<file path="src/rtl/seg_disp_pkg.sv">
// Shared types, glyphs and sizing helpers for the 7-segment display controller.
// Glyphs are active-high {g,f,e,d,c,b,a}; the top applies board polarity.
package seg_disp_pkg;

    typedef enum logic [1:0] {
        IDLE    = 2'd0,
        CONVERT = 2'd1,
        UPDATE  = 2'd2
    } state_e;

    localparam logic [6:0] SEG_BLANK = 7'h00;
    localparam logic [6:0] SEG_DASH  = 7'h40;

    // Entry n is the glyph for nibble n: 0-9, A, b, C, d, E, F.
    localparam logic [15:0][6:0] GLYPH_TBL = {
        7'h71, 7'h79, 7'h5E, 7'h39, 7'h7C, 7'h77, 7'h6F, 7'h7F,
        7'h07, 7'h7D, 7'h6D, 7'h66, 7'h4F, 7'h5B, 7'h06, 7'h3F
    };

    // 4*ceil((data_w+2)/3) bits hold every BCD digit of a data_w-bit value.
    function automatic int bcd_width(input int data_w);
        return 4 * ((data_w + 4) / 3);
    endfunction

endpackage

</file>
<file path="src/rtl/bcd_double_dabble.sv">
// Sequential binary-to-BCD converter, one add-3/shift step per clock.
// Latency: DATA_W cycles after start; done is high during the cycle whose edge lands the final shift.
// Backpressure: none; start while busy is the caller's responsibility to avoid.
module bcd_double_dabble
    import seg_disp_pkg::*;
#(
    parameter int DATA_W = 16
) (
    input  logic                                clk,
    input  logic                                reset,
    input  logic                                start,
    input  logic [DATA_W-1:0]                   bin,
    output logic                                busy,
    output logic                                done,
    output logic [bcd_width(DATA_W)-1:0]        bcd
);

    localparam int BCD_W = bcd_width(DATA_W);
    localparam int CNT_W = $clog2(DATA_W + 1);

    logic [DATA_W-1:0] bin_q, bin_d;
    logic [BCD_W-1:0]  bcd_q, bcd_d, adj;
    logic [CNT_W-1:0]  cnt_q, cnt_d;

    always_comb begin
        bin_d = bin_q;
        bcd_d = bcd_q;
        cnt_d = cnt_q;
        adj   = bcd_q;
        for (int i = 0; i < BCD_W / 4; i++) begin
            if (adj[4*i +: 4] >= 4'd5) adj[4*i +: 4] = adj[4*i +: 4] + 4'd3;
        end
        if (start) begin
            bin_d = bin;
            bcd_d = '0;
            cnt_d = CNT_W'(DATA_W);
        end else if (cnt_q != '0) begin
            {bcd_d, bin_d} = {adj, bin_q} << 1;
            cnt_d          = cnt_q - CNT_W'(1);
        end
    end

    always_ff @(posedge clk) begin
        if (reset) begin
            bin_q <= '0;
            bcd_q <= '0;
            cnt_q <= '0;
        end else begin
            bin_q <= bin_d;
            bcd_q <= bcd_d;
            cnt_q <= cnt_d;
        end
    end

    assign busy = (cnt_q != '0);
    // Flagged one cycle early so the caller's FSM can read bcd on the very next edge.
    assign done = (cnt_q == CNT_W'(1));
    assign bcd  = bcd_q;

endmodule

</file>
<file path="src/rtl/seg_display_ctrl.sv">
// Multi-digit 7-segment controller: captures a value and renders hex or decimal with blanking/overflow.
// Latency: hex done 1 edge after load, decimal DATA_W+1 edges after load; seg registered.
// Backpressure: load is ignored while busy, nothing is queued.
module seg_display_ctrl
    import seg_disp_pkg::*;
#(
    parameter int DATA_W         = 16,
    parameter int NUM_DIGITS     = 4,
    parameter bit SEG_ACTIVE_LOW = 1'b1
) (
    input  logic                    clk,
    input  logic                    reset,
    input  logic                    load,
    input  logic [DATA_W-1:0]       value,
    input  logic                    mode,
    input  logic                    blank_lz,
    output logic                    busy,
    output logic                    done,
    output logic                    overflow,
    output logic [7*NUM_DIGITS-1:0] seg
);

    localparam int BCD_W = bcd_width(DATA_W);
    localparam int EXT_W = ((BCD_W > 4 * NUM_DIGITS) ? BCD_W : 4 * NUM_DIGITS) + 4;

    function automatic logic [6:0] drive(input logic [6:0] g);
        return SEG_ACTIVE_LOW ? ~g : g;
    endfunction

    state_e                  state_q, state_d;
    logic [DATA_W-1:0]       val_q, val_d;
    logic                    mode_q, mode_d;
    logic                    blank_q, blank_d;
    logic [7*NUM_DIGITS-1:0] seg_q, seg_d;
    logic                    ovf_q, ovf_d;
    logic                    done_q, done_d;

    logic                    dd_start, dd_busy, dd_done;
    logic [BCD_W-1:0]        dd_bcd;
    logic [EXT_W-1:0]        src_ext;
    logic                    img_ovf, lead;
    logic [NUM_DIGITS-1:0]   lz_blank;
    logic [6:0]              glyph;
    logic [7*NUM_DIGITS-1:0] img;

    bcd_double_dabble #(.DATA_W(DATA_W)) u_dd (
        .clk   (clk),
        .reset (reset),
        .start (dd_start),
        .bin   (value),
        .busy  (dd_busy),
        .done  (dd_done),
        .bcd   (dd_bcd)
    );

    // Render the captured digits; both number bases share the same nibble view.
    always_comb begin
        src_ext = '0;
        if (mode_q) src_ext[BCD_W-1:0]  = dd_bcd;
        else        src_ext[DATA_W-1:0] = val_q;
        img_ovf  = |(src_ext >> (4 * NUM_DIGITS));
        lead     = 1'b1;
        lz_blank = '0;
        for (int i = NUM_DIGITS - 1; i >= 1; i--) begin
            if (src_ext[4*i +: 4] != 4'd0) lead = 1'b0;
            lz_blank[i] = lead & blank_q;
        end
        glyph = SEG_BLANK;
        img   = '0;
        for (int i = 0; i < NUM_DIGITS; i++) begin
            if (img_ovf)          glyph = SEG_DASH;
            else if (lz_blank[i]) glyph = SEG_BLANK;
            else                  glyph = GLYPH_TBL[src_ext[4*i +: 4]];
            img[7*i +: 7] = drive(glyph);
        end
    end

    always_comb begin
        state_d  = state_q;
        val_d    = val_q;
        mode_d   = mode_q;
        blank_d  = blank_q;
        seg_d    = seg_q;
        ovf_d    = ovf_q;
        done_d   = 1'b0;
        dd_start = 1'b0;
        case (state_q)
            IDLE: begin
                if (load) begin
                    val_d    = value;
                    mode_d   = mode;
                    blank_d  = blank_lz;
                    dd_start = mode;
                    state_d  = mode ? CONVERT : UPDATE;
                end
            end
            CONVERT: begin
                if (dd_done || !dd_busy) state_d = UPDATE;
            end
            UPDATE: begin
                seg_d   = img;
                ovf_d   = img_ovf;
                done_d  = 1'b1;
                state_d = IDLE;
            end
            default: state_d = IDLE;
        endcase
    end

    always_ff @(posedge clk) begin
        if (reset) begin
            state_q <= IDLE;
            val_q   <= '0;
            mode_q  <= 1'b0;
            blank_q <= 1'b0;
            seg_q   <= {NUM_DIGITS{drive(SEG_BLANK)}};
            ovf_q   <= 1'b0;
            done_q  <= 1'b0;
        end else begin
            state_q <= state_d;
            val_q   <= val_d;
            mode_q  <= mode_d;
            blank_q <= blank_d;
            seg_q   <= seg_d;
            ovf_q   <= ovf_d;
            done_q  <= done_d;
        end
    end

    assign busy     = (state_q != IDLE);
    assign done     = done_q;
    assign overflow = ovf_q;
    assign seg      = seg_q;

endmodule

</file>
<file path="config.mk">
export PLATFORM = sky130hd
export DESIGN_NAME = seg_display_ctrl
export DESIGN_NICKNAME = d
export VERILOG_FILES = /design/src/rtl/seg_disp_pkg.sv /design/src/rtl/bcd_double_dabble.sv /design/src/rtl/seg_display_ctrl.sv
export SDC_FILE = /design/constraint.sdc
export NUM_CORES = 1
export LEC_CHECK = 0
export CORE_MARGIN = 2
export CORE_UTILIZATION = 57
export CTS_CLUSTER_DIAMETER = 150
export DETAILED_ROUTE_END_ITERATION = 7
export GPL_TIMING_DRIVEN = 0
export PLACE_DENSITY_LB_ADDON = 0.1
export SYNTH_ARGS = -nofsm -noshare
export SYNTH_HDL_FRONTEND = slang
export SYNTH_SLANG_ARGS = --single-unit
</file>
<file path="constraint.sdc">
create_clock -name clk -period 3.4 [get_ports clk]
set_input_delay 1.02 -clock clk [delete_from_list [all_inputs] [get_ports clk]]
set_output_delay 1.02 -clock clk [all_outputs]
set_load 0.05 [all_outputs]
</file>
[Yosys cells after proc, flatten, opt, wreduce, memory -nomap -nowiden]
Memories as Yosys holds them, arrays and structs flattened.
Index checks and enable logic that the tools add are counted.
Word-level totals
  memories: 4
  input bits: 21
  output and inout port bits: 31
  logic and storage cells: 90
  memory bits (read-only): 448
  bits in registers: 95
Memory list
  (name not given): words 16, bits a word 7, rd ports 1, clocked after Yosys merged registers in 0, write ports 0, line seg_display_ctrl.sv:73  | else glyph = GLYPH_TBL[src_ext[4*i +: 4]];
  (name not given): words 16, bits a word 7, rd ports 1, clocked after Yosys merged registers in 0, write ports 0, line seg_display_ctrl.sv:73
  (name not given): words 16, bits a word 7, rd ports 1, clocked after Yosys merged registers in 0, write ports 0, line seg_display_ctrl.sv:73
  (name not given): words 16, bits a word 7, rd ports 1, clocked after Yosys merged registers in 0, write ports 0, line seg_display_ctrl.sv:73
Operators by class
  add/sub/neg operators: 7
  reductions and logical operators: 13
  bitwise gates (word level): 7
  mux-type cells: 33
  equal/unequal tests: 5
  order comparisons: 10
Operators by type and width (number)
  $mux 7: 11
  $mux 16: 3
  $not 7->7: 4
  $ge 4x3->1 const B: 6
  $add 4x2->4 const B: 5
  $lt 4x5->1 const B: 4
  $mux 4: 5
  $reduce_bool 4->1: 3
  $mux 5: 2
  $mux 8: 1
  $reduce_or 8->1: 1
  $mux 1: 6
  $mux 2: 3
  $eq 5x1->1 const B: 1
  $reduce_bool 5->1: 1
  $sub 5x1->5 const B: 1
  $ne 2x2->1 const B: 2
  $pmux 2 s2: 1
  $reduce_and 2->1: 2
  $reduce_bool 2->1: 2
  $add 3x2->3 const B: 1
  $and 1x1->1: 3
  $mux 3: 1
  $eq 2x1->1 const B: 1
  other kinds (5): 5

[Longest topological paths before layout]
  depth after elaboration: 9
  depth in mapped cells: 10
  gate-level depth less buffers: 7

[By module]
From an unflattened synthesis, not the netlist that was laid out.
Unflattened totals
  cells, all modules: 620
  area total of the unflattened synthesis: 5464.0 µm²
By module, submodules not included
  seg_display_ctrl: seq. area each 1001.0 µm², area an instance 3099.2 µm², instances 1, cells each 352
  bcd_double_dabble: seq. area each 900.9 µm², area an instance 2364.8 µm², instances 1, cells each 268

[Worst setup path after synthesis]
Ideal clock, no wire load.
  path type: register -> register
  start: register mode_q
  end: register seg_q[18] (netlist: seg[18])
  stages on the path, launching flop included: 10
  buffers on the path: 3
  arrival time: 2.359 ns
  library setup time: 0.058 ns
  setup slack: 0.983 ns
  required time: 3.342 ns
  clock period less this slack: 2.417 ns
  cells stage by stage: dfxtp_1 -> buf_6 -> buf_6 -> buf_4 -> mux2i_1 -> ha_1 -> nand2_1 -> or4b_4 -> nand2_2 -> o32a_2
Between the ends
  word-level cells in the longest chain between the ends: 8
  elaborated cells on any way between the ends: 13
  those cells by class: mux (7); bitwise (2); reduce/logical (3); memory (1)
RTL lines
  start, declared: line seg_display_ctrl.sv:32  | logic mode_q, mode_d;
  start signal, assigned: line seg_display_ctrl.sv:122  | mode_q <= mode_d;
  parallel branches: the longest is 6 deep, another holds $mem_v2 16x7
  $mux 7 (*): line seg_display_ctrl.sv:71  | if (img_ovf) glyph = SEG_DASH;
  $not 7->7 (*): line seg_display_ctrl.sv:27  | return SEG_ACTIVE_LOW ? ~g : g;
  end signal, assigned: line seg_display_ctrl.sv:116  | seg_q <= {NUM_DIGITS{drive(SEG_BLANK)}};
  end signal, assigned: line seg_display_ctrl.sv:124  | seg_q <= seg_d;
  end, declared: line seg_display_ctrl.sv:34  | logic [7*NUM_DIGITS-1:0] seg_q, seg_d;
Every way passes the cells marked *. The select of a mux whose other input is x is not followed.
A chain may end at the register's enable or synchronous reset.

[Worst setup path in the final report]
  start: register mode_q
  end: register seg_q[20] (netlist: seg[20])
Same word-level chain as after synthesis.

==> flow_metrics.py <==
metrics = {
    "logic_synthesis": {
        "synth_top_area_share": 0.364,
        "synth_edf_count": 0,
        "synth_nets": 687,
        "synthArstFlopShare": 0,
        "ys_seq_area_frac": 0.364,
        "netlist_area_um2": 5220,
        "synthTopCellsByArea": "dfxtp_1 36%, ha_1 9.1%, nand2_1 7.8%, a21oi_1 5.9%, mux2i_1 4.8%",
        "synth_flop_cell": "dfxtp_1",
        "synth.avg_cell_area_um2": 8.32,
        "synth_largest_area_cell": "dfxtp_1",
        "synthCells": 628,
        "ys_ff_latch": 95,
        "yosysWarnings": 0,
        "ys_types": 59,
    },
    "placed_design": {
        "portBuffers": 51,
        "gp_congestion": 0.867,
        "place_area_um2": 5870,
        "hpwl_um": 9950,
    },
    "power_and_ir_drop": {
        "power_density_nw_per_um2": 598,
        "swShare": 0.429,
        "p_clk_frac": 0.188,
        "power_switching_mw": 1.55,
        "seqPwrFrac": 0.384,
        "p_comb_frac": 0.428,
        "p_leak_nw": 2.34,
        "intPower_mw": 2.06,
        "vdd_drop_max_v": 0.000379,
    },
    "die": {
        "core_um2": 8810,
        "num_rows": 34,
        "die_area_um2": 9950,
        "pin_count": 52,
        "die_w_um": 99.7,
        "start_util": 0.593,
        "fp.dieH_um": 99.7,
    },
    "route": {
        "wirelength_um": 13100,
        "vias_per_cell": 5.86,
        "wl_per_cell_um": 16.4,
        "ant_nets": 0,
        "vias": 4708,
        "drc": 0,
        "drt_iter0_drc": 242,
        "first_pass_iters": 4,
    },
    "clocking": {
        "clock-root-buffer": "clkbuf_8",
        "cts-buffers-inserted": 9,
        "clk_pin_slew_worst_paths_ps": 100,
        "clock_latency_ps": 370,
        "clk_path_buf_depth": 2,
        "postCtsSetupBuffers": 0,
        "cts_hold_repair.buffers": 0,
        "ctsHtreeMaxLevel": 3,
        "cts_resized": 0,
        "cts_tree": "built",
        "cts.sinks": 95,
    },
    "finish": {
        "final_common_cell": "nand2_1",
        "area_growth_pct": 15.7,
        "fin_area_um2": 6040,
        "layout_common_cells": "108 x nand2_1, 95 x dfxtp_1, 62 x a21oi_1, 51 x clkdlybuf4s50_1, 46 x nor2_1",
        "antenna_cells": 0,
        "layout-drive-gt1-share": 0.0748,
        "final_nets": 749,
    },
    "sta": {
        "worst_pin_slew_ps": 781,
        "final.setup.tns_ps": 0,
        "setup_violations": 0,
        "min_period_ps": 2910,
        "finalHoldViolCount": 0,
        "clock.fmax_mhz": 343,
        "skew_ps": 18.2,
        "fin_crit_sh": 0.856,
        "drv_slew": 0,
        "slew_headroom": 0.465,
        "rsz0062_at_grt": "false",
    },
    "global_route": {
        "overflow": 0,
        "grt_pass1_wl_um": 21400,
        "grt_usage": 0.270,
        "grt_pass1_vias": 4513,
        "antenna_found_initial": 0,
        "grt_max_degree": 17,
    },
    "critical_path": {
        "crit_path_frequent_cell": "buf_6",
        "path_buf_inv": 3,
        "worst_setup_path_end_kind": "flop",
        "path_cells": "buf_6 -> buf_6 -> buf_4 -> mux2i_1 -> ha_1 -> nand2_1 -> or4b_4 -> o21ai_0 -> o22a_1",
        "cp_max_fo": 10,
        "crit_type": "reg -> reg",
        "r2r_start": "mode_q",
        "crit_required_ps": 3710,
        "setup.worst_path.start_class": "flop",
        "startpoint": "mode_q",
        "critPathTopFamily": "simple AND/OR/NAND/NOR gates",
        "slowest_delay_ps": 610,
        "critPathSlowestCell": "mux2i_1",
        "arrival_ps": 3230,
    },
    "status": {
        "status": "finished clean",
    },
    "worst_hold_path": {
        "hold_class": "reg -> reg",
        "hp-start": "u_dd.bin_q[15]",
    },
    "run": {
        "cap_violations": 0,
    },
}
worst register-to-register path, stage by stage (launching register included):
cell and delay, ps:
dfxtp_1 330, buf_6 160, buf_6 180, buf_4 230
mux2i_1 620, ha_1 360, nand2_1 110, or4b_4 540
o21ai_0 160, o22a_1 170
state kept, by name, indices dropped and copies added, names as in the netlist:
register    count
done            1
mode_q          1
u_dd.bin_q     16
blank_q         1
u_dd.bcd       24
u_dd.cnt_q      5
overflow        1
state_q         2
seg            28
val_q          16
cells in the mapped netlist (all sizes together) (3+ instances only):
cell	number
xnor2	8
nor3	13
and2	3
o22a	20
a311oi	15
nor3b	4
o22ai	6
mux2	6
o32ai	3
nand2	111
a21oi	62
buf	16
nand2b	11
a31oi	3
o21ai	27
nand3	16
inv	33
dfxtp	95
a211oi	10
ha	38
nor2	46
clkbuf	21
mux2i	28
power groups by stage:
stage	logic [mW]	clock network (mW)	registers (mW)
3_3_place_gp	1.48	0	1.40
6_report	1.55	0.678	1.39
3_5_place_dp	1.52	0	1.41
5_1_grt	1.68	0.740	1.41
2_1_floorplan	0.951	0	1.52
4_1_cts	1.53	0.688	1.38
cell type report:
type	instances	area [µm²]
clock buffers	9	124
fillers	736	2760
clock inverters	7	48.8
repair buffers	51	510
inverters	33	124
flip-flops and latches	95	1900
plain buffers	37	171
multi-input cells	463	3030
well taps	108	135
final timing paths:
check	to	slack (ps)	cells after the start
max reg2reg	seg[20]	490	9
max	seg[20]	490	9
min	u_dd.bcd[0]	460	2
min reg2reg	u_dd.bcd[0]	460	2
kinds of logic (layout without fill, tap and decap cells):
group           Yosys count  after routing  share of synthesized area
simple gates            217            217                      0.189
mux                      36             36                     0.0814
buf+inv                  70            137                     0.0565
compound gates          163            163                      0.203
xor+xnor                  9              9                     0.0151
flops                    95             95                      0.364
fa+ha+maj                38             38                     0.0910
metrics by stage:
stage                util  worst slack (ps)  hold WS (ps)  power, mW  std cells
floorplan               -               983           436       2.47        628
global placement    0.667               478           443       2.88        787
detailed placement  0.667               437           454       2.93        787
CTS                 0.686               508           456       3.60        803
global route        0.686               293           477       3.83        803
finish              0.686               489           463       3.61        803
routing by layer:
layer | GRT usage | wire length, µm | vias up
met5 | 0 | 0 | -
met4 | 0.0769 | 166 | 0
met3 | 0.0478 | 570 | 16
met2 | 0.455 | 6290 | 129
met1 | 0.356 | 6110 | 2243
li1 | - | - | 2320
Note: power is estimated with default switching activity, not from simulation.
